<file path="src/rtl/hazard_ctrl.sv">
// hazard_ctrl: stall/flush sequencer for the 5-stage RV32 pipeline (freeze > redirect > load-use).
// Define HAZARD_PERF_CNT_EN to build the saturating stall/redirect performance counters.
module hazard_ctrl #(
    parameter int unsigned FLUSH_DEPTH = 1
) (
    input  logic        clk,
    input  logic        rst_n,
    input  logic        IMem_stall_i,
    input  logic        DMem_stall_i,
    input  logic        Redirect_i,
    input  logic        IDEX_MemRead_i,
    input  logic [4:0]  IDEX_RDaddr_i,
    input  logic [4:0]  IFID_RS1addr_i,
    input  logic [4:0]  IFID_RS2addr_i,
    output logic        PC_stall_o,
    output logic        PC_redirect_o,
    output logic        IFID_Stall_o,
    output logic        IFID_Flush_o,
    output logic        IDEX_Stall_o,
    output logic        IDEX_Flush_o,
    output logic        EXMEM_Stall_o,
    output logic        MEMWB_Stall_o,
    output logic [31:0] stall_cnt_o,
    output logic [31:0] flush_cnt_o
);

    // state   | meaning
    // RUN     | normal flow, load-use bubbles allowed
    // MEMWAIT | recovering from a memory freeze, behaves like RUN
    // FLUSH   | fetch flush window, cnt_q cycles left
    typedef enum logic [1:0] {
        ST_RUN     = 2'd0,
        ST_MEMWAIT = 2'd1,
        ST_FLUSH   = 2'd2
    } state_e;

    localparam logic [2:0] CNT_RELOAD = 3'(FLUSH_DEPTH - 1);

    state_e     state_q, state_d;
    logic       pend_q, pend_d;
    logic [2:0] cnt_q, cnt_d;

    logic mem_stall, load_use, eff_redir;
    logic pc_stall, pc_redirect, ifid_stall, ifid_flush;
    logic idex_stall, idex_flush, exmem_stall, memwb_stall;

    assign mem_stall = IMem_stall_i | DMem_stall_i;
    assign load_use  = IDEX_MemRead_i && (IDEX_RDaddr_i != 5'd0) &&
                       ((IDEX_RDaddr_i == IFID_RS1addr_i) || (IDEX_RDaddr_i == IFID_RS2addr_i));
    assign eff_redir = Redirect_i | pend_q;

    always_comb begin
        state_d     = state_q;
        pend_d      = pend_q;
        cnt_d       = cnt_q;
        pc_stall    = 1'b0;
        pc_redirect = 1'b0;
        ifid_stall  = 1'b0;
        ifid_flush  = 1'b0;
        idex_stall  = 1'b0;
        idex_flush  = 1'b0;
        exmem_stall = 1'b0;
        memwb_stall = 1'b0;

        if (mem_stall) begin
            pc_stall    = 1'b1;
            ifid_stall  = 1'b1;
            idex_stall  = 1'b1;
            exmem_stall = 1'b1;
            memwb_stall = 1'b1;
            if (Redirect_i) pend_d = 1'b1;
            state_d = (state_q == ST_FLUSH) ? ST_FLUSH : ST_MEMWAIT;
        end else if (eff_redir) begin
            // A redirect parked during a freeze inside the flush window also restarts the window.
            pc_redirect = 1'b1;
            ifid_flush  = 1'b1;
            idex_flush  = 1'b1;
            pend_d      = 1'b0;
            if (FLUSH_DEPTH > 1) begin
                cnt_d   = CNT_RELOAD;
                state_d = ST_FLUSH;
            end else begin
                state_d = ST_RUN;
            end
        end else if (state_q == ST_FLUSH) begin
            ifid_flush = 1'b1;
            cnt_d      = cnt_q - 3'd1;
            if (cnt_q == 3'd1) state_d = ST_RUN;
        end else begin
            state_d = ST_RUN;
            if (load_use) begin
                pc_stall   = 1'b1;
                ifid_stall = 1'b1;
                idex_flush = 1'b1;
            end
        end
    end

    always_ff @(posedge clk) begin
        if (!rst_n) begin
            state_q <= ST_RUN;
            pend_q  <= 1'b0;
            cnt_q   <= 3'd0;
        end else begin
            state_q <= state_d;
            pend_q  <= pend_d;
            cnt_q   <= cnt_d;
        end
    end

    // Held low during reset so the pipeline registers' own reset is never masked.
    assign PC_stall_o    = rst_n & pc_stall;
    assign PC_redirect_o = rst_n & pc_redirect;
    assign IFID_Stall_o  = rst_n & ifid_stall;
    assign IFID_Flush_o  = rst_n & ifid_flush;
    assign IDEX_Stall_o  = rst_n & idex_stall;
    assign IDEX_Flush_o  = rst_n & idex_flush;
    assign EXMEM_Stall_o = rst_n & exmem_stall;
    assign MEMWB_Stall_o = rst_n & memwb_stall;

`ifdef HAZARD_PERF_CNT_EN
    logic [31:0] stall_cnt_q, stall_cnt_d;
    logic [31:0] flush_cnt_q, flush_cnt_d;

    always_comb begin
        stall_cnt_d = stall_cnt_q;
        flush_cnt_d = flush_cnt_q;
        if (PC_stall_o && (stall_cnt_q != 32'hFFFF_FFFF)) stall_cnt_d = stall_cnt_q + 32'd1;
        if (PC_redirect_o && (flush_cnt_q != 32'hFFFF_FFFF)) flush_cnt_d = flush_cnt_q + 32'd1;
    end

    always_ff @(posedge clk) begin
        if (!rst_n) begin
            stall_cnt_q <= 32'd0;
            flush_cnt_q <= 32'd0;
        end else begin
            stall_cnt_q <= stall_cnt_d;
            flush_cnt_q <= flush_cnt_d;
        end
    end

    assign stall_cnt_o = rst_n ? stall_cnt_q : 32'd0;
    assign flush_cnt_o = rst_n ? flush_cnt_q : 32'd0;
`else
    assign stall_cnt_o = 32'd0;
    assign flush_cnt_o = 32'd0;
`endif

endmodule

</file>
<file path="config.mk">
export PLATFORM = sky130hd
export DESIGN_NAME = hazard_ctrl
export DESIGN_NICKNAME = d
export VERILOG_FILES = /design/src/rtl/hazard_ctrl.sv
export SDC_FILE = /design/constraint.sdc
export NUM_CORES = 1
export LEC_CHECK = 0
export BUFFER_PORTS_ARGS = -buffer_cell sky130_fd_sc_hd__buf_4
export CAP_MARGIN = 20
export CORE_MARGIN = 1.5
export CORE_UTILIZATION = 36
export DETAILED_ROUTE_END_ITERATION = 7
export GPL_TIMING_DRIVEN = 0
export PLACE_DENSITY = 0.8
export SLEW_MARGIN = 20
export SYNTH_ARGS = -nofsm -noshare
export SYNTH_HDL_FRONTEND = slang
export SYNTH_SLANG_ARGS = --single-unit
</file>
<file path="constraint.sdc">
create_clock -name clk -period 1.9 [get_ports clk]
set_input_delay 0.38 -clock clk [delete_from_list [all_inputs] [get_ports clk]]
set_output_delay 0.38 -clock clk [all_outputs]
set_load 0.05 [all_outputs]
</file>
# After elaboration in Yosys (flattened, before gate mapping)
# Index checks and enable logic that the tools add are counted.
# classes
n_addsub,1
n_eq_ne,6
mux,20
bitwise,9
n_reduce_logical,7
# ops
cell,count
1-bit two-way mux,15
5-bit == test,2
2-bit two-way mux,5
1-bit AND,5
5-bit nonzero test,1
4-bit by 3-bit != test with 1-bit output (second input constant),1
3-bit by 1-bit == test with 1-bit output (second input constant),1
3-bit AND reduction,1
3-bit by 1-bit subtractor with 3-bit output (second input constant),1
2-bit == test (second input constant),1
1-bit logical AND,2
2-bit != test (second input constant),1
1-bit NOT,2
1-bit OR,2
2-bit AND reduction,1
2-bit nonzero test,1
1-bit logical OR,1
# word_totals
register_bits,6
inputBits,21
out_inout_bits,72
elab_cells,46

# Longest topological paths before layout
# depth
ltp_word,8
ltp_mapped,5
mapped_depth_nobuf,5

# Worst setup path before layout
# Ideal clock, no wire load.
# synth_path
path_kind,input-to-output
startpoint,input IDEX_RDaddr_i[2]
endpoint,output PC_stall_o
arrival_ns,2.475
t_required_ns,1.520
path_slack_ns,-0.955
path_stages,5
path_buffers,1
path_cell_list,xor2_1 nor3_1 a22oi_1 o31ai_1 buf_4
# synth_between
elab_chain_len,8
word_cells_on_any_way,11
cone_classes,eq/ne: 2; mux: 4; bitwise: 1; reduce/logical: 4
# synth_lines
element,line,source
start: declaration,12,"input logic [4:0] IDEX_RDaddr_i,"
5-bit == test / 5-bit nonzero test (equally long branches),"49, 48",
1-bit logical OR / 1-bit logical AND (equally long branches),"49, 48",
1-bit logical AND *,48,assign load_use = IDEX_MemRead_i && (IDEX_RDaddr_i != 5'd0) &&
1-bit two-way mux * (4 in a row),n/a,
1-bit AND *,n/a,
end: declaration,15,"output logic PC_stall_o,"
# Every way passes the cells marked *; elsewhere a longest branch is shown, timed or not.

# Worst setup path after layout
# layout_path
startpoint,input IDEX_RDaddr_i[2]
endpoint,output IDEX_Flush_o
# layout_between
elab_chain_len,8
word_cells_on_any_way,11
cone_classes,eq/ne: 2; mux: 4; bitwise: 1; reduce/logical: 4
# layout_lines
element,line,source
5-bit == test / 5-bit nonzero test (equally long branches),"49, 48",
1-bit logical OR / 1-bit logical AND (equally long branches),"49, 48",
1-bit logical AND *,48,
1-bit two-way mux *,91,if (load_use) begin
1-bit two-way mux *,85,end else if (state_q == ST_FLUSH) begin
1-bit two-way mux *,73,end else if (eff_redir) begin
1-bit two-way mux *,65,if (mem_stall) begin
1-bit AND *,117,assign IDEX_Flush_o = rst_n & idex_flush;
end: declaration,20,"output logic IDEX_Flush_o,"
# Marks and branches as above.

==> impl_metrics.toml <==
[setup_path]
crit_top_cell = "buf_6"
cpLargestDelayFamily = "simple AND/OR/NAND/NOR gates"
required_ns = 1.52
cp_cell_sequence = "buf_6, or4_4, o21ai_4, or3_1, o22ai_2, buf_6"
cpPeakStageDelay_ns = 0.55
cp_data_arrival_time_ns = 1.57
end_kind = "output port"
worstSetupPathType = "in -> out"
worstPathMaxFanout = 3
crit_buf_inv = 2
crit_path_start_kind = "primary input"
cp_slowest_cell = "or4_4"

[clocking]
cts.htree.levels = 1
cts_root_buf = "clkbuf_4"
cts.clk_slew.worst_paths_ns = 0.04
post_cts_buffers = 0
cts_buffer_depth = 2
cts_buffers = 3
cts_tree = "done"
cts.sinks = 6
clock_latency_ns = 0.25

[synthesis]
synth.top_cell.area_share_pct = 53.2
ys_seq_area_share_pct = 12.7
synth_top_area_cell = "buf_4"
synth_edf_count = 0
synth_async_sr_flop_share_pct = 0
ys_top_cells_by_area = "buf_4, dfxtp_1, xor2_1, ha_1, nor2_1"
synth-seq-cells = 6
netlist_instances = 122
synth.most_common_cell = "buf_4"
avgSynthCellArea_um2 = 7.74
synthFlopType = "dfxtp_1"
syn_area_um2 = 945
ys_warn_count = 0
ys_types = 26
synth_common_cells = "buf_4, xor2_1, dfxtp_1, nor2_1, inv_1"

[global_route]
grt_pass1_vias = 572
overflow = 0
grt_max_degree = 9
antenna_found_initial = 0
grt_pass1_wl_mm = 2.19
grtUsageTotal_pct = 10.4

[status]
violations = "setup timing"
status = "complete, but fails checks"

[timing]
max_freq_mhz = 512
final_hold_viol_count = 0
fin_tns_setup_ns = -0.102
min_period_over_period_pct = 103
setup_ws_ns = -0.0527
period_minus_slack_ns = 1.95
rsz0062_at_grt = "true"
setup_viol = 2
final_max_slew_viol_count = 0
clock_skew_ns = 0.00129
holdWs_ns = 0.381

[flow_run]
cap_violations = 0

[floorplan]
fp.dieH_um = 54.2
initial_utilization_pct = 38.1
coreArea_um2 = 2480
die_area_um2 = 2940
dieWidth_um = 54.2
placementRows = 18
ios = 93

[route]
wire_per_inst_um = 6.79
viasPerCell = 3.29
drt_first_pass_iters = 4
remaining_drc_errors = 0
route.antenna.remaining_nets = 0
finalWirelength_mm = 1.67
drtIter0Drc = 12
vias = 810

[place]
gp_congestion = 0.695
dpl.cell_count = 243
dp_hpwl_mm = 1.51
port_buffers = 28

[cells_and_area]
fin_util_pct = 61.4
layout-drive-gt1-share_pct = 50.0
nets = 241
n_antenna_cell = 0
fin_cells = 246
area_delta_synth_final_pct = 60.9

[power_and_ir_drop]
p_switching_uw = 424
pwr-share-clk_pct = 15.5
p_int_uw = 360
comb_power_share_pct = 67.9
seq_power_share_pct = 16.7
powerDensity_nw_per_um2 = 516
p_leak_nw = 0.923
swShare_pct = 54.1
peakVddDrop_uv = 400

[min_path]
hold_class = "in -> reg"
==> path summary, 6_finish.rpt <==
| path | end | from | slack [ns] | cells past startpoint |
|---|---|---|---|---|
| max | IDEX_Flush_o | IDEX_RDaddr_i[2] | -0.05 | 6 |
| min | pend_q$_SDFFE_PN0P_ | Redirect_i | 0.38 | 3 |
| max reg2reg | cnt_q[0]$_SDFFE_PN0P_ | state_q[0]$_SDFFE_PN0P_ | 0.78 | 4 |
| min reg2reg | cnt_q[1]$_SDFFE_PN0P_ | cnt_q[1]$_SDFFE_PN0P_ | 0.49 | 1 |
==> timing repair <==
action                     4_1_cts  5_1_grt
hold buffers                     0        0
setup endpoints to repair        3        5
pin swaps                        4        4
hold endpoints to repair         0        0
gates resized for setup          7        5
==> worst min-delay path, delay by kind of cell <==
kind | cells | cell delay, ns
buf+inv | 1 | 0.09
simple gates | 2 | 0.13
==> power groups by stage <==
| stage | registers (mW) | clock network, mW | logic [mW] |
|---|---|---|---|
| 6_report | 0.131 | 0.121 | 0.532 |
| 5_1_grt | 0.131 | 0.130 | 0.561 |
| 4_1_cts | 0.130 | 0.125 | 0.523 |
| 3_5_place_dp | 0.132 | 0 | 0.514 |
| 3_3_place_gp | 0.132 | 0 | 0.514 |
| 2_1_floorplan | 0.132 | 0 | 0.454 |
==> cell families (layout without fill, tap and decap cells) <==
logic type / count (synthesis) / in the layout / share of synthesized area [%]
adders and majority gates: 2 / 2 / 2.65
other: 1 / 64 / 0.397
AOI/OAI and AO/OA: 9 / 9 / 6.36
buffers and inverters: 71 / 102 / 54.8
DFF: 6 / 6 / 12.7
xor gates and xnor gates: 12 / 12 / 11.1
and+or+nand+nor: 21 / 21 / 11.9
==> state kept, by name, indices dropped and copies added, names as in the netlist <==
name and flops:
pend_q 1, cnt_q 3, state_q 2
==> per-layer routing <==
metal,routed length [um],share of wire [%],track usage (%),vias to the layer above
li1,-,-,-,442
met1,501,30,9.90,310
met2,896,54,20.1,55
met3,258,15,2.73,3
met4,14,0.84,5.00,0
met5,0,0,0,-
==> layout by cell type, fill, tap and decap left out <==
cell type and n:
buf_4 91, conb_1 64, xor2_1 10, dfxtp_1 6, nor2_1 5, inv_1 4
nand2_1 3, clkbuf_4 3, buf_6 3, a21oi_1 2, nor3_2 2, xnor2_1 2
and2_1 2, ha_1 2, nor2_4 1, nand2b_1 1, nor2_2 1, a22oi_2 1
and2b_2 1, or4_4 1, o21ai_4 1, or3_1 1, o22ai_2 1, o21ai_1 1
nand3_1 1, o31ai_4 1, and3_1 1, o21ai_0 1, nand4_1 1, o211a_1 1
buf_8 1
==> area by class of cell <==
class / count / area (um2)
Fill cell: 230 / 957
Multi-Input combinational cell: 108 / 593
Buffer: 67 / 503
Timing Repair Buffer: 28 / 229
Sequential cell: 6 / 120
Tap cell: 30 / 37.5
Clock buffer: 3 / 22.5
Inverter: 4 / 15.0
==> per-stage QoR <==
stage	total power, mW	setup slack [ns]	instance area [um2]
5_1_grt	0.821	-0.120	1520
3_5_place_dp	0.646	-0.136	1450
6_report	0.784	-0.0527	1520
4_1_cts	0.778	-0.0800	1500
2_1_floorplan	0.587	-0.224	1200
3_3_place_gp	0.646	-0.139	1450
No activity file was read; power rests on OpenSTA's default activity.
